==> src/rtl/data_mem_unit.sv <==
// Word-addressed data memory with a request/response load port and a fixed,
// parameterised load latency. Stores complete in the accepting cycle.
//
// Handshake: a request moves on a rising edge with req_valid && req_ready, and
// a load result moves on a rising edge with resp_valid && resp_ready. A producer
// holding valid keeps its payload stable until that edge.
module data_mem_unit #(
  parameter int DATA_W = 16,
  parameter int DEPTH  = 32,
  parameter int ADDR_W = 5,
  parameter int LD_LAT = 1
) (
  input  logic              clk,
  input  logic              rst,
  input  logic              req_valid,
  output logic              req_ready,
  input  logic              req_ld,
  input  logic              req_st,
  input  logic [ADDR_W-1:0] req_addr,
  input  logic [DATA_W-1:0] req_wdata,
  output logic              resp_valid,
  input  logic              resp_ready,
  output logic [DATA_W-1:0] resp_data,
  output logic              resp_err,
  output logic              st_err,
  output logic [1:0]        dbg_state
);

  typedef enum logic [1:0] {
    IDLE = 2'd0,
    WAIT = 2'd1,
    RESP = 2'd2
  } state_t;

  localparam int              IDX_W    = (DEPTH > 1) ? $clog2(DEPTH) : 1;
  localparam logic [ADDR_W:0] DEPTH_X  = (ADDR_W + 1)'(DEPTH);
  localparam logic [1:0]      CNT_INIT = 2'(LD_LAT - 1);

  // Contents survive reset on purpose; only power-up starts them at zero.
  logic [DATA_W-1:0] mem_q [DEPTH] = '{default: '0};

  state_t            state_q;
  logic [1:0]        cnt_q;
  logic [DATA_W-1:0] pend_data_q;
  logic              pend_err_q;
  logic              resp_valid_q;
  logic [DATA_W-1:0] resp_data_q;
  logic              resp_err_q;
  logic              st_err_q;

  logic              in_range;
  logic [IDX_W-1:0]  idx;
  logic [DATA_W-1:0] rd_data;
  logic              accept;

  assign in_range = ({1'b0, req_addr} < DEPTH_X);
  assign idx      = req_addr[IDX_W-1:0];
  assign rd_data  = in_range ? mem_q[idx] : '0;
  assign req_ready = (state_q == IDLE) && !rst;
  assign accept    = req_valid && req_ready;

  // Load wins when both ld and st are set, so the store path excludes req_ld.
  always_ff @(posedge clk) begin
    if (accept && req_st && !req_ld && in_range) begin
      mem_q[idx] <= req_wdata;
    end
  end

  always_ff @(posedge clk or posedge rst) begin
    if (rst) begin
      state_q      <= IDLE;
      cnt_q        <= 2'd0;
      pend_data_q  <= '0;
      pend_err_q   <= 1'b0;
      resp_valid_q <= 1'b0;
      resp_data_q  <= '0;
      resp_err_q   <= 1'b0;
      st_err_q     <= 1'b0;
    end else begin
      st_err_q <= 1'b0;
      case (state_q)
        IDLE: begin
          if (accept) begin
            if (req_ld) begin
              if (LD_LAT == 1) begin
                state_q      <= RESP;
                resp_valid_q <= 1'b1;
                resp_data_q  <= rd_data;
                resp_err_q   <= !in_range;
              end else begin
                state_q     <= WAIT;
                cnt_q       <= CNT_INIT;
                pend_data_q <= rd_data;
                pend_err_q  <= !in_range;
              end
            end else if (req_st && !in_range) begin
              st_err_q <= 1'b1;
            end
          end
        end
        WAIT: begin
          cnt_q <= cnt_q - 2'd1;
          if (cnt_q == 2'd1) begin
            state_q      <= RESP;
            resp_valid_q <= 1'b1;
            resp_data_q  <= pend_data_q;
            resp_err_q   <= pend_err_q;
          end
        end
        RESP: begin
          if (resp_ready) begin
            state_q      <= IDLE;
            resp_valid_q <= 1'b0;
            resp_data_q  <= '0;
            resp_err_q   <= 1'b0;
          end
        end
        default: state_q <= IDLE;
      endcase
    end
  end

  assign resp_valid = resp_valid_q;
  assign resp_data  = resp_data_q;
  assign resp_err   = resp_err_q;
  assign st_err     = st_err_q;
  assign dbg_state  = state_q;

endmodule

==> config.mk <==
export PLATFORM = sky130hd
export DESIGN_NAME = data_mem_unit
export DESIGN_NICKNAME = d
export VERILOG_FILES = /design/src/rtl/data_mem_unit.sv
export SDC_FILE = /design/constraint.sdc
export NUM_CORES = 1
export LEC_CHECK = 0
export CORE_ASPECT_RATIO = 1.5
export CORE_MARGIN = 2
export CORE_UTILIZATION = 35
export DETAILED_ROUTE_END_ITERATION = 16
export PLACE_DENSITY_LB_ADDON = 0.1
export SYNTH_ARGS = -nofsm -noshare
export SYNTH_HDL_FRONTEND = slang
export SYNTH_SLANG_ARGS = --single-unit
export TNS_END_PERCENT = 5
==> constraint.sdc <==
create_clock -name clk -period 7.9 [get_ports clk]
set_input_delay 1.58 -clock clk [delete_from_list [all_inputs] [get_ports clk]]
set_output_delay 1.58 -clock clk [all_outputs]
set_load 0.01 [all_outputs]
# After elaboration in Yosys (flattened, before gate mapping)
# Memories as Yosys holds them, arrays and structs flattened.
# Cells that the tools add are included.
# Widths: inputs -> output; s select.
[op_classes]
shift = 0
n_bitwise = 0
reduce_logical = 10
add_sub_neg = 1
n_eq_ne = 7
magnitude_cmp = 0
multipliers = 0
muxes = 21
div = 0
[ops]
columns = ["operator", "count"]
rows = [
  ["$mux 16", 4],
  ["$pmux 16 s3", 1],
  ["$mux 1", 9],
  ["$mux 2", 4],
  ["$ne 2x2->1 const B", 4],
  ["$pmux 1 s3", 2],
  ["$pmux 2 s3", 1],
  ["$reduce_and 5->1", 1],
  ["$eq 2x1->1 const B", 2],
  ["$logic_and 1x1->1", 4],
  ["$reduce_and 4->1", 1],
  ["$reduce_bool 3->1", 1],
  ["$eq 2x2->1 const B", 1],
  ["$logic_not 1->1", 2],
  ["$logic_not 2->1", 1],
  ["$sub 2x1->2 const B", 1],
]
[word_totals]
inputBits = 27
out_inout_bits = 22
rom_bits = 0
wordCells = 45
ff_bits = 22
memories = 1
latch_bits = 0
ram_bits = 512
[mem_list]
columns = ["memory", "words", "width", "read_ports", "rd_ports_with_merged_regs", "wr", "line", "rtl"]
rows = [
  ["mem_q", 32, 16, 1, 0, 1, "40", "logic [DATA_W-1:0] mem_q [DEPTH] = '{default: '0};"],
]

# Longest topological paths before layout
[logic_depth]
word_depth = 7
depth_mapped = 8
mapped_depth_nobuf = 5

# Worst setup path before layout
# No wires, ideal clock.
[synth_timing]
path_kind = "input -> register"
start = "input port req_addr[1]"
end = "memory mem_q[27][0] (enable)"
setup_slack_ns = 3.880
required_time_ns = 7.491
path_buffers = 3
arrival_ns = 3.611
stages = 5
setup_time_ns = 0.409
cell_sequence = "buf_2 -> clkbuf_1 -> buf_2 -> nand3_1 -> nor3_1"
[synth_lines]
columns = ["item", "line", "rtl"]
rows = [
  ["from (decl)", "19", "input logic [ADDR_W-1:0] req_addr,"],
  ["to (decl)", "40", ""],
]
# Straight into the memory's write port.

# Final worst setup path
[layout_timing]
start = "input port req_addr[2]"
end = "register resp_data_q[11] (netlist: resp_data[11])"
[layout_between]
elab_chain_len = 4
[layout_lines]
columns = ["item", "line", "rtl"]
rows = [
  ["$mem_v2 32x16", "n/a", ""],
  ["$mux 16", "84", "if (req_ld) begin"],
  ["$mux 16", "83", "if (accept) begin"],
  ["$pmux 16 s3", "81", "case (state_q)"],
  ["to (signal assigned)", "88", "resp_data_q <= rd_data;"],
  ["to (signal assigned)", "106", "resp_data_q <= pend_data_q;"],
  ["to (decl)", "47", "logic [DATA_W-1:0] resp_data_q;"],
]
# Every way passes these cells. The select of a mux whose other input is x is not followed.
# A chain may end at the register's enable or synchronous reset.

==> results.txt <==
----------------------------------------------------
[Job]
  Max-cap violation count ... 0

[Power and ir drop]
  Clock power frac ... 40.2%
  Peak ir drop on the vdd network ... 0.136 mV
  Design internal power ... 0.00449 W
  Power after layout ... 0.00569 W
  Leak Pwr ... 8.03 nW
  Power share of the combinational group ... 5.2%
  Power per unit of standard cell area ... 242 mW/mm^2
  Reg power frac ... 54.6%
  Switching power ... 0.00120 W
  Sw Ratio ... 21.1%

[CTS]
  Clock H-tree levels ... 2
  Clock tree from TritonCTS ... yes
  Post-cts gate resize count ... 0
  Number of buffers inserted for hold repair after clock tree synthesis ... 0
  Post-CTS Repair Setup Buffers ... 0
  Total clock buffers created by CTS ... 49
  Num Clock Sinks ... 529
  Buffer depth of the longest clock path ... 3
  Cell chosen for the clock root ... sky130_fd_sc_hd__clkbuf_16
  Latest clock arrival within the worst-skew pair ... 0.58 ns
  CTS clk-pin slew, worst paths ... 0.07 ns

[Cells and area]
  Commonest non-fill, non-tap cell in the layout ... sky130_fd_sc_hd__edfxtp_1
  Number of diodes ... 0
  Net count of the finished layout ... 1226
  Layout overhead on the synthesized area ... 14.5%
  Fraction of final layout cells sized beyond drive strength 1 ... 12.6%
  Top library cells by usage in the layout, fill and taps aside ... sky130_fd_sc_hd__edfxtp_1, sky130_fd_sc_hd__mux2i_1, sky130_fd_sc_hd__o22ai_1, sky130_fd_sc_hd__buf_4, sky130_fd_sc_hd__clkbuf_16

[Timing]
  Hold Vio Cnt, Final ... 0
  Slew at the pin closest to its max-slew limit ... 1.36 ns
  Final Cycle Share ... 60.9%
  Worst max-slew margin expressed relative to the limit ... 8.93%
  Time the final worst path needs with I/O delays and setup ... 4.81 ns
  Clock skew ... 0.0181 ns
  Setup repair after global routing missed its margin ... false
  Achievable frequency ... 0.208 GHz
  Worst-case hold slack ... 0.515 ns
  Final Slew Violations ... 0
  Setup TNS after final layout ... 0 ns
  Number of setup violations in the final report ... 0

[Synthesis]
  Post-synthesis area per instance ... 18.3 sq um
  Post-synthesis sequential area ratio ... 77.1%
  Synth Register Bits ... 529
  Count of distinct cell types in the synthesized netlist ... 33
  Synthesized cell area ... 0.0205 sq mm
  Syn Inst Count ... 1120
  Warning count from the yosys run ... 0

[Place]
  IO Port Bufs ... 45
  Detailed Place HPWL ... 32.8 mm
  Routability congestion estimate ... 0.747

[Critical path]
  Critical path endpoint category ... flip-flop
  Cells along the critical path ... clkdlybuf4s50_1 -> nand4bb_1 -> o22ai_1 -> nor4_1 -> nand2_1 -> a22o_1
  Cell with the largest stage delay on the worst path ... sky130_fd_sc_hd__clkdlybuf4s50_1
  WP data required ... 8.36 ns
  Max stage delay on crit path ... 1.08 ns
  Critical path fanouts, max ... 27
  Logic depth of the worst path, buffers included ... 6
  Sum of buffers and inverters on the critical path ... 1
  Critical Path AT ... 5.28 ns
  Critical Path Source Type ... primary input
  Setup CP Type ... in2reg
  Logic depth of the worst register-to-register path ... 5
  Largest delay contributor family on the critical path ... simple AND/OR/NAND/NOR gates

[Die]
  Horizontal extent of the die ... 202 um
  Effective utilization at floorplan ... 35.4%
  Io pins ... 49
  Die Y ... 300 um
  Core ar. ... 0.0578 sq mm
  Die area ... 0.0605 sq mm
  Site row count ... 108

[Drt]
  First-iteration detailed-routing DRC count ... 756
  Antenna-violating nets left ... 0
  Vias ... 10300
  Drt pass-1 iters ... 5
  Number of DRC violations after detailed routing ... 0
  Detail-routed net length per standard cell ... 26.8 um
  Number of vias per cell ... 5.14
  WL final ... 53.8 mm

[Global routing]
  GRT Residual Overflow ... 0
  First-pass GRT wire length ... 77.2 mm
  Overall Global Routing Usage ... 17.8%
  Vias in the first global route ... 10400
  Pin count of the biggest net entering global routing ... 94
  Antenna violations before repair ... 0

[Status]
  Outcome ... complete, no violations

[Min path]
  Worst min path class ... reg2reg
  Worst hold path stage count ... 1

----------------------------------------------------
## sequential cells by signal, indices dropped and copies added, names as in the netlist
signal / cells
resp_data: 16
mem_q: 512
dbg_state: 1
## cells by family after synthesis
family / after synthesis / share of synthesized area, %
flops: 529 / 77.1
mux: 256 / 12.5
compound gates: 146 / 4.96
simple gates: 114 / 3.29
buf+inv: 74 / 2.09
other cells: 1 / 0.0183
## synth_stat cells (all sizes together)
cell type | n | share of area (%)
a21o | 1 | 0.037
a21oi | 1 | 0.024
a22o | 16 | 0.68
and3 | 1 | 0.031
and4b | 1 | 0.049
buf | 60 | 1.8
clkbuf | 12 | 0.26
conb | 1 | 0.018
dfrtp | 17 | 2.1
edfxtp | 512 | 75
inv | 2 | 0.037
mux2i | 256 | 13
nand2 | 19 | 0.35
nand3 | 2 | 0.049
nand3b | 3 | 0.11
nand4 | 1 | 0.031
nand4b | 5 | 0.31
nand4bb | 6 | 0.33
nor2 | 31 | 0.57
nor3 | 4 | 0.098
nor4 | 32 | 0.98
o22ai | 128 | 4.2
or3 | 2 | 0.061
or3b | 2 | 0.086
or4 | 1 | 0.037
or4b | 4 | 0.21
## final cells by class
type / count / area (sq um)
sequential: 529 / 15800
multi-input combinational: 519 / 4320
timing repair buffer: 98 / 853
clock buffer: 65 / 1330
clock inverter: 21 / 184
fill: 5259 / 34400
inverter: 2 / 7.51
tap: 770 / 963
## power by group through the flow
stage	Sequential (W)	Combinational [W]	Clock, W
after CTS	0.00311	0.000302	0.00234
after floorplan	0.00317	0.000146	0
after detailed placement	0.00317	0.000301	0
after global routing	0.00311	0.000317	0.00244
after global placement	0.00317	0.000299	0
final	0.00311	0.000296	0.00228
## metal layers
| metal | routed length [um] | GRT usage (%) | up-vias |
|---|---|---|---|
| met1 | 22100 | 22.0 | 5365 |
| li1 | - | - | 4683 |
| met5 | 0 | 0 | - |
| met2 | 29100 | 33.1 | 184 |
| met3 | 1720 | 2.20 | 66 |
| met4 | 938 | 4.18 | 0 |
## through the flow
step                      instance area (sq um)  util (%)  cells  setup WS, ns
after floorplan                           20500         -   1122          3.88
after global placement                    21900      37.9   1918          2.61
after detailed placement                  21900      37.9   1918          2.61
after CTS                                 23500      40.6   2004          3.21
after global routing                      23500      40.6   2004          3.02
final                                     23500      40.6   2004          3.09
## final timing paths
path                                           from                         to  slack, ns
setup / recovery                        req_addr[2]  resp_data[11]$_DFFE_PP0P_       3.09
hold / removal             resp_data[0]$_DFFE_PP0P_   resp_data[0]$_DFFE_PP0P_       0.52
setup reg to reg           dbg_state[1]$_DFFE_PP0P_    mem_q[12][12]$_DFFE_PP_       4.79
hold reg to reg            resp_data[0]$_DFFE_PP0P_   resp_data[0]$_DFFE_PP0P_       0.52
max in group asynchronous                       rst   resp_data[4]$_DFFE_PP0P_       5.94
min in group asynchronous                       rst   resp_data[6]$_DFFE_PP0P_       1.47
(Power assumes the default switching activity.)
==> RTL edit, RTL diff (config.mk and constraints unchanged) <==
`ADDR_W`: 5 -> 7.
--- a/src/rtl/data_mem_unit.sv
+++ b/src/rtl/data_mem_unit.sv
@@ -8,5 +8,5 @@
   parameter int DATA_W = 16,
   parameter int DEPTH  = 32,
-  parameter int ADDR_W = 5,
+  parameter int ADDR_W = 7,
   parameter int LD_LAT = 1
 ) (
Interface: changed (resized req_addr); port bits go from 49 to 51. The function was not compared with the original's and may differ.
==> RTL edit against the original RTL <==
Area after synthesis is essentially flat. Setup slack gained 200 ps. Sequential power is essentially flat. Cell area grew 1.3%. Total power grew 3.7%. Routed wire length grew 4.8%. Sequential cell count grew 2. Global-route usage grew 0.93 points. Maximum frequency grew 4.3%. Hold slack gained 0.87 ps. Critical path type unchanged. Critical endpoint is now resp_data[15]$_DFFE_PP0P_. Largest power group unchanged.
==> RTL edit: results (changes against the original RTL) <==
| Metric | Value |
|---|---|
| Largest net degree at the start of global routing | `98 (was 94)` |
| WL met1 | `23.38 mm (was 22.09 mm)` |
| Place WS | `2803 ps (was 2613 ps)` |
| NonClk Buf Share | `3.715% (was 3.637%)` |
| Worst r2r src | `resp_valid$_DFFE_PP0P_ (was dbg_state[1]$_DFFE_PP0P_)` |
| DR top layer | `met5 (was met4)` |
| Leakage | `8.155 nW (was 8.032 nW)` |
| Post-synth top cells | `edfxtp_1, mux2i_1, o22ai_1 (unchanged)` |
| RePlAce Congestion | `0.7722 (was 0.7473)` |
| Placed Area | `22,040 µm² (was 21,950 µm²)` |
| Bufs w/o clock | `99 (was 98)` |
| Peak supply drop | `0.1930 mV (was 0.1357 mV)` |
| Register area share after synthesis | `77.33% (was 77.13%)` |
| Hold Path Stages | `2 (was 1)` |
| Filler cells | `5,304 (was 5,259)` |
| Vias per inst | `5.260 (was 5.139)` |
| Wire length per cell | `27.90 µm (was 26.84 µm)` |
| First-pass GRT wire length | `80.75 mm (was 77.16 mm)` |
| Multi-input gates | `523 (was 519)` |
| Met3 Use GR | `2.262% (was 2.200%)` |
| Port Buffers | `49 (was 45)` |
| Outcome | `complete, no violations (unchanged)` |
| Die area | `60,550 µm² (was 60,520 µm²)` |
| Crit path DAT | `5080 ps (was 5280 ps)` |
| Async set or reset register ratio after synthesis | `3.578% (was 3.214%)` |
| Fraction of layout cells with a size suffix above 1 | `13.35% (was 12.56%)` |
| Grt met2 use | `33.18% (was 33.11%)` |
| 1st-iter DRT viols | `754 (was 756)` |
| Clock power frac | `42.8% (was 40.2%)` |
| TritonCTS buffer count | `51 (was 49)` |
| Vias in the first global route | `10,990 (was 10,440)` |
-- RTL edit: cell types whose count changed in the layout (fill, tap and decap cells not counted), sizes merged, moves of 2 or more --
| cell | change |
|---|---|
| clkbuf | +9 |
| dfrtp | +2 |
| bufinv | +3 |
| o21ai | +2 |
| buf | -3 |
| nand2 | +2 |
| clkdlybuf4s50 | +4 |
| conb | -2 |
| clkinvlp | -3 |
-- RTL edit: stage by stage --
stage | hold slack, ps | cells | power [W] | utilization, %
floorplan | 516.2 | 1125 | 0.003294 | -
global placement | 496.3 | 1925 | 0.003434 | 38.11
detailed placement | 508.1 | 1925 | 0.003436 | 38.11
CTS | 527.3 | 2021 | 0.005954 | 41.11
global route | 563.4 | 2021 | 0.006064 | 41.11
finish | 516.3 | 2021 | 0.005898 | 41.11
-- RTL edit: worst max path at each step --
stage                                            to  cells after the start  slack (ps)         from
after floorplan              mem_q[24][0]$_DFFE_PP_                      5        3910          rst
after global placement    resp_data[14]$_DFFE_PP0P_                      6        2860  req_addr[2]
after detailed placement  resp_data[14]$_DFFE_PP0P_                      6        2800  req_addr[2]
after CTS                                 req_ready                      3        3320          rst
after global routing      resp_data[14]$_DFFE_PP0P_                      6        3170  req_addr[2]
final                     resp_data[15]$_DFFE_PP0P_                      6        3280  req_addr[2]
-- RTL edit: logic make-up (layout without fill, tap and decap cells) --
group / after synthesis / in the layout / synth area share, %
buffers and inverters: 71 / 197 / 2.002
multiplexers: 256 / 256 / 12.50
other: 1 / 1 / 0.01830
AND/OR/NAND/NOR: 119 / 119 / 3.467
AO/OA/AOI/OAI: 147 / 147 / 4.676
flip-flops: 531 / 531 / 77.33
-- RTL edit: critical path, stage by stage --
cell and delay (ps):
clkdlybuf4s50_1 1140, or4b_1 900, o22ai_1 190, nor4_1 920
nand2_1 120, a22o_1 210
